File: config.mk
export PLATFORM = sky130hd
export DESIGN_NAME = apb_master
export DESIGN_NICKNAME = d
export VERILOG_FILES = /design/src/rtl/apb_pkg.sv /design/src/rtl/apb_wait_timer.sv /design/src/rtl/apb_master.sv
export SDC_FILE = /design/constraint.sdc
export NUM_CORES = 1
export LEC_CHECK = 0
export BUFFER_PORTS_ARGS = -buffer_cell sky130_fd_sc_hd__buf_2
export CAP_MARGIN = 30
export CORE_MARGIN = 1
export CORE_UTILIZATION = 52
export CTS_CLUSTER_DIAMETER = 150
export DETAILED_ROUTE_END_ITERATION = 6
export GPL_TIMING_DRIVEN = 0
export PLACE_DENSITY = 0.83
export SLEW_MARGIN = 10
export SYNTH_ARGS = -nofsm -noshare
export SYNTH_HDL_FRONTEND = slang
export SYNTH_SLANG_ARGS = --single-unit
File: constraint.sdc
create_clock -name pclk -period 4 [get_ports pclk]
set_clock_uncertainty 0.1 [all_clocks]
set_input_delay 1.2 -clock pclk [delete_from_list [all_inputs] [get_ports pclk]]
set_output_delay 1.2 -clock pclk [all_outputs]
set_load 0.005 [all_outputs]
File: src/rtl/apb_pkg.sv
// apb_pkg: shared state encoding and default widths for the APB master
package apb_pkg;
    typedef enum logic [2:0] {IDLE, SETUP, ACCESS, CAPTURE, RESP} apb_state_t;
    localparam int APB_ADDR_W = 8;
    localparam int APB_DATA_W = 8;
endpackage

File: src/rtl/apb_wait_timer.sv
// apb_wait_timer: counts ACCESS wait cycles and flags when TIMEOUT is reached
module apb_wait_timer #(
    parameter int TIMEOUT = 15
) (
    input  logic pclk,
    input  logic prst,
    input  logic clear,
    input  logic enable,
    output logic expired
);
    logic [7:0] cnt;
    always_ff @(posedge pclk) begin
        if (prst || clear) cnt <= '0;
        else if (enable) cnt <= cnt + 8'd1;
    end
    assign expired = cnt == 8'(TIMEOUT);
endmodule

File: src/rtl/apb_master.sv
// apb_master: single-outstanding command to APB bridge with wait timeout
module apb_master import apb_pkg::*; #(
    parameter int addrWidth  = APB_ADDR_W,
    parameter int dataWidth  = APB_DATA_W,
    parameter int TIMEOUT    = 15,
    parameter int RDATA_LATE = 1
) (
    input  logic                 pclk,
    input  logic                 prst,
    input  logic                 cmd_valid,
    output logic                 cmd_ready,
    input  logic                 cmd_write,
    input  logic [addrWidth-1:0] cmd_addr,
    input  logic [dataWidth-1:0] cmd_wdata,
    output logic                 rsp_valid,
    input  logic                 rsp_ready,
    output logic [dataWidth-1:0] rsp_rdata,
    output logic                 rsp_err,
    output logic [addrWidth-1:0] paddr,
    output logic                 pwrite,
    output logic                 psel,
    output logic                 pen,
    output logic [dataWidth-1:0] pwdata,
    input  logic [dataWidth-1:0] prdata,
    input  logic                 pready
);
    localparam bit LATE = RDATA_LATE != 0;

    apb_state_t state, nxt;
    logic accept, done, expired, psel_d, pen_d, rsp_valid_d;

    assign cmd_ready = state == IDLE && !prst;
    assign accept    = cmd_valid && cmd_ready;
    assign done      = state == ACCESS && nxt != ACCESS;

    apb_wait_timer #(.TIMEOUT(TIMEOUT)) u_timer (
        .pclk   (pclk),
        .prst   (prst),
        .clear  (state == SETUP),
        .enable (state == ACCESS && !pready),
        .expired(expired)
    );

    always_ff @(posedge pclk) begin
        if (prst) begin
            state     <= IDLE;
            psel      <= 1'b0;
            pen       <= 1'b0;
            pwrite    <= 1'b0;
            paddr     <= '0;
            pwdata    <= '0;
            rsp_valid <= 1'b0;
            rsp_rdata <= '0;
            rsp_err   <= 1'b0;
        end else begin
            state     <= nxt;
            psel      <= psel_d;
            pen       <= pen_d;
            rsp_valid <= rsp_valid_d;
            if (accept) begin
                paddr  <= cmd_addr;
                pwrite <= cmd_write;
                pwdata <= cmd_write ? cmd_wdata : '0;
            end
            // early capture only for reads when the late-data path is disabled
            if (done) begin
                rsp_err   <= !pready;
                rsp_rdata <= (pready && !pwrite && !LATE) ? prdata : '0;
            end
            if (state == CAPTURE) rsp_rdata <= prdata;
        end
    end

    always_comb begin
        nxt = state;
        case (state)
            IDLE:    nxt = accept ? SETUP : IDLE;
            SETUP:   nxt = ACCESS;
            ACCESS:  nxt = pready ? ((!pwrite && LATE) ? CAPTURE : RESP) : (expired ? RESP : ACCESS);
            CAPTURE: nxt = RESP;
            RESP:    nxt = rsp_ready ? IDLE : RESP;
            default: nxt = IDLE;
        endcase
    end

    always_comb begin
        psel_d      = nxt == SETUP || nxt == ACCESS;
        pen_d       = nxt == ACCESS;
        rsp_valid_d = nxt == RESP;
    end
endmodule

# Word-level counts from Yosys, hierarchy flattened
# Index checks and enable logic that the tools add are counted.
# op_classes
addsub	1
n_mul	0
n_div	0
magnitude_cmp	0
n_eq_ne	9
shift	0
muxes	9
bitwise_logic	0
n_reduce_logical	10
# op_table
cell	count
two-way mux 8 bit	3
case mux 3 bit (5 select lines)	1
two-way mux 3 bit	4
== test 3 x 2 -> 1 bit (second input constant)	3
adder 8 x 1 -> 8 bit (second input constant)	1
== test 8 x 4 -> 1 bit (second input constant)	1
== test 3 x 1 -> 1 bit (second input constant)	2
== test 3 bit (second input constant)	2
logical AND 1 bit	4
zero test 3 bit	1
!= test 3 x 2 -> 1 bit (second input constant)	1
zero test 1 bit	2
logical OR 1 bit	2
nonzero test 2 bit	1
two-way mux 1 bit	1
# totals
register_bits	40
latch_bits	0
ramBits	0
romBits	0
output_inout_bits	30
wordCells	39
memories	0

# Longest topological paths before layout
# Gate-level depths: netlist of run 1.
# logic_depth
word_depth	9
depth_mapped	7
ltp_nobuf	4

# Cells and area by module
# A second synthesis of run 1 with hierarchy kept.
# hier_totals
hier_cells	170
hier_area_um2	1667.8
# by_module_without_submodules
mod	instances	cells_per_inst	area_each_um2
apb_master	1	130	1310.0
apb_wait_timer	1	40	357.8

# Worst setup path after synthesis of run 1
# OpenSTA, ideal clock, no wires.
# synth_timing
path_type	input port to output port
from	in prst
to	out cmd_ready
arrival_ns	1.579
required_time_ns	2.700
setup_slack_ns	1.121
stages	2
cell_sequence	clkbuf_1 -> nor4_4
# synth_between
elab_chain_len	2
# synth_rtl
element	line	source
start, declared	apb_master.sv:9	input logic prst,
zero test 1 bit	apb_master.sv:32	assign cmd_ready = state == IDLE && !prst;
logical AND 1 bit	apb_master.sv:32	
end, declared	apb_master.sv:11	output logic cmd_ready,
# No other way between the ends.

# Final worst setup path of run 1
# Same ends and word-level chain as after synthesis.

==> flow_summary.ini, run 1 <==
[run_status]
run_status = complete, no violations

[synthesis]
ys_async_sr_fraction = 0
synthDominantCellAreaShare = 0.482
synthTopCellsByArea = dfxtp_1 48%, a21oi_1 9.0%, nand2_1 6.8%, o2bb2ai_1 4.2%, and3_1 3.8%
synthDistinctLibCells = 35
syn_avg_cell_area_sq_um = 8.99
synth_edf_count = 0
synth_fp_nets = 216
ys_seq_area_frac = 0.482
netlist_instances = 185
yosys.area.top_type = dfxtp_1
syn_area_sq_um = 1660
yosysWarningCount = 0
synth_seq_cells = 40
synth_top_flop_cell = dfxtp_1

[place]
dp_cells = 286
dpl.hpwl_microns = 2510
place_congestion = 0.732
io_buffers = 57

[die]
start_util = 0.545
core_sq_um = 3050
die-area_sq_um = 3430
fp.dieW_microns = 58.6
io-pin-count = 60
die_h_microns = 58.6
rows = 20

[pwr]
p_leak_nw = 0.903
power_mw = 0.684
p_switching_mw = 0.170
p_per_area_nw_per_um2 = 334
p_comb_frac = 0.127
switching_share = 0.249
seqPwrFrac = 0.611
clkPwrFrac = 0.261
p_int_mw = 0.514
ir_worst_vdd_mv = 0.217

[layout]
multi_input_area_sq_um = 800
final_cell_mix = 59 x buf_2, 40 x dfxtp_1, 30 x nand2_1, 30 x a21oi_1, 11 x nor2_1
nets = 280
stdcell_count = 293
fillers = 270
areaGrowthSynthToFinish_pct = 23.3
register_area_sq_um = 801
final_common_cell = buf_2
drive_above_1_share = 0.289
insertedDiodeCount = 0

[global_routing]
grt_max_degree = 12
grt_pass1_wl_microns = 5780
grt_pass1_vias = 1360
gr-total-overflow = 0
antenna_found_initial = 0
grt_usage = 0.221

[drt]
vias = 1517
drt-initial-drc-count = 53
first_pass_iters = 4
viasPerCell = 5.18
drc = 0
wl_microns = 3460
wl_per_cell_microns = 11.8
ant_nets = 0

[worst_setup_path]
r2r_slack_ns = 2.22
crit_path_start_kind = input pin
crit_path_max_fanout = 8
r2r_cells = 4
required_ns = 2.70
arrival_ns = 1.81
crit_type = in2out
end_kind = primary output
crit_start = prst
r2r-end = rsp_rdata[2]$_SDFFE_PP0P_
r2r-start = u_timer.cnt[0]$_SDFFE_PP0P_
crit_end = cmd_ready

[cts]
cts_tree = yes
cts_setup_buffers = 0
cts_resized = 0
clockRootBuffer = clkbuf_4
cts_buffers = 5
htreeDepth = 2
cts_buffer_depth = 2
numClockSinks = 40
clk-insertion-delay-late_ns = 0.33
cts.clk_slew.worst_paths_ns = 0.11
ctsHoldBuffers = 0

[sta]
slew_headroom = 0.594
grt_setup_unrepaired = no
fmax_mhz = 321
tns_ns = 0
setup_viol = 0
hold_viol = 0
period_needed_ns = 3.11
worst_pin_slew_ns = 0.608
timing.final.max_slew_violations = 0
finalCritPeriodShare = 0.778

[worst_hold_path]
hp-class = reg2reg

[job]
drv_cap = 0
-- layout make-up --
class / count / share of cell area
repair buffers: 57 / 0.139
flip-flops and latches: 40 / 0.391
plain buffers: 12 / 0.0305
clock inverters: 1 / 0.00244
multi-input cells: 133 / 0.390
clock buffers: 6 / 0.0201
well taps: 44 / 0.0269
-- power groups by stage --
stage | clock [mW] | combinational [mW] | sequential (mW)
finish | 0.179 | 0.0870 | 0.418
global route | 0.203 | 0.0975 | 0.420
CTS | 0.187 | 0.0878 | 0.418
detailed placement | 0 | 0.0875 | 0.427
global placement | 0 | 0.0865 | 0.427
floorplan | 0 | 0.0489 | 0.428
-- cell families (layout without fill, tap and decap cells) --
logic type	count (synthesis)	in the layout	synth area share
simple gates	78	78	0.255
compound gates	46	46	0.175
flops	40	40	0.482
buf+inv	12	76	0.0376
xor+xnor	7	7	0.0369
fa+ha+maj	1	1	0.00752
mux	1	1	0.00602
-- per-layer routing --
metal  vias up  track usage  part of all wire
met4         0       0.0612            0.0072
met5         -            0                 0
met1       690        0.268              0.45
met2        42        0.373              0.49
met3         4       0.0769             0.053
li1        781            -                 -
-- per-stage QoR --
| stage | area, sq um | setup slack (ns) | utilization | hold slack (ns) |
|---|---|---|---|---|
| 2_1_floorplan | 1660 | 1.12 | - | 0.348 |
| 3_3_place_gp | 2000 | 0.904 | 0.656 | 0.337 |
| 3_5_place_dp | 2000 | 0.876 | 0.656 | 0.342 |
| 4_1_cts | 2050 | 0.876 | 0.671 | 0.357 |
| 5_1_grt | 2050 | 0.827 | 0.671 | 0.376 |
| 6_report | 2050 | 0.889 | 0.671 | 0.357 |
-- state kept, by name, summed over array words and instances (netlist names) --
name / cells
state: 3
pwrite: 1
paddr: 8
pwdata: 8
rsp_err: 1
rsp_valid: 1
rsp_rdata: 8
u_timer.cnt: 8
pen: 1
psel: 1
-- synthesized netlist by cell type (2+ instances only) --
cell type / count
dfxtp_1: 40
a21oi_1: 30
nand2_1: 30
nor2_1: 11
and3_1: 10
nand3_1: 8
o2bb2ai_1: 8
clkbuf_1: 7
xor2_1: 6
nand4_1: 5
buf_2: 2
buf_4: 2
nor3_1: 2
o21ai_1: 2
or4b_1: 2
-- worst max-delay path, stage by stage --
cell and delay (ns):
clkbuf_1 0.21, nor4_4 0.23, buf_2 0.17
-- worst min path at each step --
stage / from / endpoint / slack (ns) / depth (start not counted)
floorplan: pwdata[0]$_SDFFE_PP0N_ / pwdata[0]$_SDFFE_PP0N_ / 0.35 / 2
global placement: pwdata[5]$_SDFFE_PP0N_ / pwdata[5]$_SDFFE_PP0N_ / 0.34 / 2
detailed placement: pwdata[7]$_SDFFE_PP0N_ / pwdata[7]$_SDFFE_PP0N_ / 0.34 / 2
CTS: pwdata[7]$_SDFFE_PP0N_ / pwdata[7]$_SDFFE_PP0N_ / 0.36 / 2
global route: pwdata[0]$_SDFFE_PP0N_ / pwdata[0]$_SDFFE_PP0N_ / 0.38 / 2
finish: pwdata[0]$_SDFFE_PP0N_ / pwdata[0]$_SDFFE_PP0N_ / 0.36 / 2
(Power assumes the default switching activity.)
==> inputs of run 2 (changes only) <==
- CORE_UTILIZATION: 52 -> 48
- PLACE_DENSITY: 0.83 -> 0.78
- clock period: 4 -> 3.1 ns (I/O delays scaled with it)
==> run 2 against run 1 <==
Worst setup slack worse by 0.35 ns. Final area increased by 0.92%. Register-to-register slack got worse by 0.89 ns. Critical path type unchanged. Largest cell class unchanged.
==> flow_summary.ini, run 2 (synthesis gave the netlist of run 1 again) <==
[run_status]
run_status = complete, no violations

[layout]
final_cell_mix = 59 x buf_2, 40 x dfxtp_1, 30 x nand2_1, 30 x a21oi_1, 11 x nor2_1
nets = 280
insertedDiodeCount = 0
stdcell_count = 296
post-route-util = 0.620
fillers = 303
final_common_cell = buf_2
areaGrowthSynthToFinish_pct = 24.4
drive_above_1_share = 0.292

[place]
place_congestion = 0.775
io_buffers = 57
dp_cells = 288
pre_cts_ws_ns = 0.537
dpl.hpwl_microns = 2370

[sta]
slew_headroom = 0.616
tns_ns = 0
setup_viol = 0
fmax_mhz = 390
fin_ws_ns = 0.536
period_needed_ns = 2.56
worst_pin_slew_ns = 0.574
hold_viol = 0
finalCritPeriodShare = 0.827
timing.final.max_slew_violations = 0
grt_setup_unrepaired = no

[job]
drv_cap = 0

[worst_setup_path]
r2r_slack_ns = 1.33
crit_path_start_kind = input pin
critPathTopFamily = buffers and inverters
crit_slowest_cell = nor4_4
r2r-end = rsp_rdata[7]$_SDFFE_PP0P_
r2r-start = u_timer.cnt[0]$_SDFFE_PP0P_
arrival_ns = 1.53
crit_path_max_fanout = 8
crit_type = in2out
crit_start = prst
crit_chain = clkbuf_1 -> nor4_4 -> buf_2
end_kind = primary output
required_ns = 2.07
crit_cells = 3
r2r_cells = 4
crit_end = cmd_ready
cp_slowest_stage_delay_ns = 0.22
worst-path-buf-inv = 2

[pwr]
p_switching_mw = 0.235
ir_worst_vdd_mv = 0.250
seqPwrFrac = 0.583
p_int_mw = 0.691
power_mw = 0.925
clkPwrFrac = 0.295
switching_share = 0.254
p_comb_frac = 0.121
p_per_area_nw_per_um2 = 447
p_leak_nw = 0.907

[cts]
cts_buffers = 5
cts_tree = yes
numClockSinks = 40
cts_setup_buffers = 0
htreeDepth = 2
clk-insertion-delay-late_ns = 0.34
cts_buffer_depth = 2
ctsHoldBuffers = 0
cts_resized = 0
clockRootBuffer = clkbuf_4
cts.clk_slew.worst_paths_ns = 0.12

[worst_hold_path]
holdCritStartpoint = pwdata[5]$_SDFFE_PP0N_
hp-class = reg2reg

[drt]
wl_microns = 3410
first_pass_iters = 4
drt-initial-drc-count = 78
wl_per_cell_microns = 11.5
drc = 0
vias = 1517
viasPerCell = 5.13
ant_nets = 0

[die]
io-pin-count = 60
fp.dieW_microns = 60.9
die-area_sq_um = 3700
die_h_microns = 60.9
rows = 21
start_util = 0.498
core_sq_um = 3340

[global_routing]
antenna_found_initial = 0
grt_usage = 0.179
gr-total-overflow = 0
grt_pass1_wl_microns = 4990
grt_pass1_vias = 1189
grt_max_degree = 13
[run 2: cell types whose count changed in the layout (fill, tap and decap cells not counted), sizes merged]
cell / before / now
clkinv: 1 / 0
clkinvlp: 0 / 1
clkbuf: 13 / 14
[run 2: tightest hold or removal path: stages, from the launching register on]
cell and delay [ns]:
dfxtp_1 0.33, nand2_1 0.05, a21oi_1 0.05
[run 2: worst min path at each step]
stage                                        end  depth (start not counted)  slack (ns)
after floorplan           pwdata[0]$_SDFFE_PP0N_                          2        0.35
after global placement    pwdata[0]$_SDFFE_PP0N_                          2        0.34
after detailed placement  pwdata[0]$_SDFFE_PP0N_                          2        0.34
after CTS                 pwdata[5]$_SDFFE_PP0N_                          2        0.36
after global routing      pwdata[0]$_SDFFE_PP0N_                          2        0.39
final                     pwdata[5]$_SDFFE_PP0N_                          2        0.36
[run 2: layout make-up]
| class | instances | area [sq um] | area share |
|---|---|---|---|
| clock inverter | 1 | 7.51 | 0.00363 |
| tap | 46 | 57.6 | 0.0278 |
| timing repair buffer | 57 | 285 | 0.138 |
| multi-input combinational | 133 | 800 | 0.387 |
| sequential | 40 | 801 | 0.387 |
| buffer | 12 | 62.6 | 0.0302 |
| clock buffer | 7 | 55.1 | 0.0266 |
[run 2: routing by layer]
layer  up-vias  routed length (microns)  global-route usage
met1       694                     1600               0.225
met2        34                     1630               0.294
met5         -                        0                   0
li1        784                        -                   -
met4         0                       40              0.0812
met3         5                      137              0.0384
[run 2: stage by stage]
| stage | hold slack (ns) | instance area (sq um) |
|---|---|---|
| 6_report | 0.356 | 2070 |
| 2_1_floorplan | 0.348 | 1660 |
| 4_1_cts | 0.359 | 2070 |
| 3_3_place_gp | 0.335 | 2010 |
| 5_1_grt | 0.386 | 2070 |
| 3_5_place_dp | 0.343 | 2010 |
[run 2: power by group through the flow]
| stage | sequential [mW] | combinational (mW) | clock [mW] |
|---|---|---|---|
| 2_1_floorplan | 0.552 | 0.0630 | 0 |
| 3_3_place_gp | 0.551 | 0.111 | 0 |
| 3_5_place_dp | 0.552 | 0.112 | 0 |
| 4_1_cts | 0.540 | 0.113 | 0.283 |
| 5_1_grt | 0.543 | 0.125 | 0.302 |
| 6_report | 0.540 | 0.112 | 0.273 |
==> inputs of run 3 (changes only) <==
- ABC_AREA: default -> 1
- clock period: 3.1 -> 2.6 ns (I/O delays scaled with it)
==> run 3 against run 2 <==
Core utilization increased by 2.3 points. Flip-flop and latch count unchanged. Hold slack improved by 0.015 ns. Area after synthesis decreased by 4.3%. Cell count increased by 3.0%. Critical path type unchanged. Largest power group unchanged. Highest routed layer unchanged.
==> flow_summary.ini, run 3 <==
[worst_setup_path]
required_ns = 1.72
r2r-end = rsp_rdata[0]$_SDFFE_PP0P_
r2r_cells = 10
crit_path_start_kind = input pin
r2r_slack_ns = 0.97
crit_start = prst
crit_path_max_fanout = 5
crit_type = in2out
end_kind = primary output
arrival_ns = 1.36
r2r-start = state[1]$_SDFF_PP0_

[cts]
cts_buffers = 5
clockRootBuffer = clkbuf_4
clk-insertion-delay-late_ns = 0.35
cts_setup_buffers = 0
htreeDepth = 2
cts_tree = yes
cts_resized = 0
cts.clk_slew.worst_paths_ns = 0.11
numClockSinks = 40
ctsHoldBuffers = 0
cts_buffer_depth = 2

[synthesis]
synth_top_family_by_area = simple AND/OR/NAND/NOR gates
synth_top_flop_cell = dfxtp_1
yosys-mux-area-fraction = 0
syn_area_sq_um = 1590
synthDominantCellAreaShare = 0.503
yosysWarningCount = 0
synth_seq_cells = 40
synth_xor_xnor_area_share = 0.00550
yosys.area_share.simple = 0.276
synth_fp_nets = 226
synthAdderAreaFrac = 0.00786
yosys.area.top_type = dfxtp_1
syn_avg_cell_area_sq_um = 8.16
synthTopCellsByCount = 42 x nand2_1, 40 x dfxtp_1, 34 x a21oi_1, 19 x nand3_1, 12 x inv_1
netlist_instances = 195
yosys.cell_count.top_type = nand2_1
ys_async_sr_fraction = 0
synth_edf_count = 0
synthTopCellsByArea = dfxtp_1 50%, a21oi_1 11%, nand2_1 9.9%, nand3_1 6.0%, inv_1 2.8%
synth_compound_area_frac = 0.147
ys_seq_area_frac = 0.503
synthDistinctLibCells = 25

[die]
rows = 20
die-area_sq_um = 3550
core_sq_um = 3100
io-pin-count = 60
die_h_microns = 59.6
fp.dieW_microns = 59.6
start_util = 0.513

[global_routing]
grt_usage = 0.200
gr-total-overflow = 0
grt_pass1_wl_microns = 5220
grt_pass1_vias = 1234
grt_max_degree = 14
antenna_found_initial = 0

[place]
place_congestion = 0.794
io_buffers = 58
dpl.hpwl_microns = 2410

[pwr]
p_leak_nw = 0.862
p_switching_mw = 0.289
ir_worst_vdd_mv = 0.382
switching_share = 0.268
p_int_mw = 0.789
p_per_area_nw_per_um2 = 541
seqPwrFrac = 0.595
p_comb_frac = 0.121
clkPwrFrac = 0.284

[drt]
wl_met1_microns = 1540
drt-initial-drc-count = 33
ant_nets = 0
viasPerCell = 4.90
routed-wl-met2_microns = 1500
met3_length_microns = 187
wl_per_cell_microns = 10.8
highest_layer = met4
vias = 1494
wl_microns = 3290
first_pass_iters = 4
drc = 0

[sta]
whs_ns = 0.370
hold_viol = 0
worst_pin_slew_ns = 0.477
finalCritPeriodShare = 0.861
setup_viol = 0
period_needed_ns = 2.24
slew_headroom = 0.682
timing.final.max_slew_violations = 0
grt_setup_unrepaired = no
tns_ns = 0
fmax_mhz = 447

[worst_hold_path]
holdCritStartpoint = pwdata[7]$_SDFFE_PP0N_
holdPathEnd = pwdata[7]$_SDFFE_PP0N_
whs_path_depth = 2
hp-class = reg2reg

[layout]
register_area_sq_um = 801
final_cell_mix = 59 x buf_2, 42 x nand2_1, 40 x dfxtp_1
drive_above_1_share = 0.326
final_common_cell = buf_2
nets = 291
areaGrowthSynthToFinish_pct = 25.2
post-route-util = 0.642
insertedDiodeCount = 0
multi_input_area_sq_um = 694
fillers = 323

[job]
drv_cap = 0

[run_status]
run_status = complete, no violations
run 3: logic make-up after synthesis:
kind of cell	count (synthesis)
AOI/OAI and AO/OA	44
xor gates and xnor gates	1
adders and majority gates	1
buffers and inverters	23
DFF	40
and+or+nand+nor	86
run 3: through the flow:
step | power [mW] | worst slack (ns) | std cells | area [sq um]
after floorplan | 0.730 | 0.734 | 195 | 1590
after global placement | 0.784 | 0.395 | 297 | 1940
after detailed placement | 0.786 | 0.373 | 297 | 1940
after CTS | 1.09 | 0.373 | 305 | 1990
after global routing | 1.13 | 0.345 | 305 | 1990
final | 1.08 | 0.362 | 305 | 1990
run 3: layout make-up:
type | instances | area share
clock buffers | 5 | 0.0188
well taps | 44 | 0.0276
plain buffers | 7 | 0.0157
clock inverters | 3 | 0.00942
repair buffers | 58 | 0.146
multi-input cells | 132 | 0.348
inverters | 16 | 0.0326
flip-flops and latches | 40 | 0.402
run 3: routing by layer:
metal	GRT usage	vias to the layer above
met4	0.0997	0
met1	0.246	664
li1	-	778
met5	0	-
met2	0.321	44
met3	0.0568	8
run 3: power by group through the flow:
stage                     clock, mW  sequential [mW]  combinational [mW]
after floorplan                   0            0.656              0.0732
after CTS                     0.312            0.641               0.132
after global routing          0.344            0.644               0.146
final                         0.306            0.641               0.131
after detailed placement          0            0.655               0.131
after global placement            0            0.655               0.129
run 3: critical path: stages:
cell	delay (ns)
buf_2	0.14
nor3_4	0.27
buf_2	0.17
run 3: worst max-delay path by stage:
stage | endpoint | cells after the start | slack [ns]
after detailed placement | cmd_ready | 3 | 0.37
after floorplan | cmd_ready | 1 | 0.73
after global placement | cmd_ready | 3 | 0.40
final | cmd_ready | 3 | 0.36
after global routing | cmd_ready | 3 | 0.35
after CTS | cmd_ready | 3 | 0.37
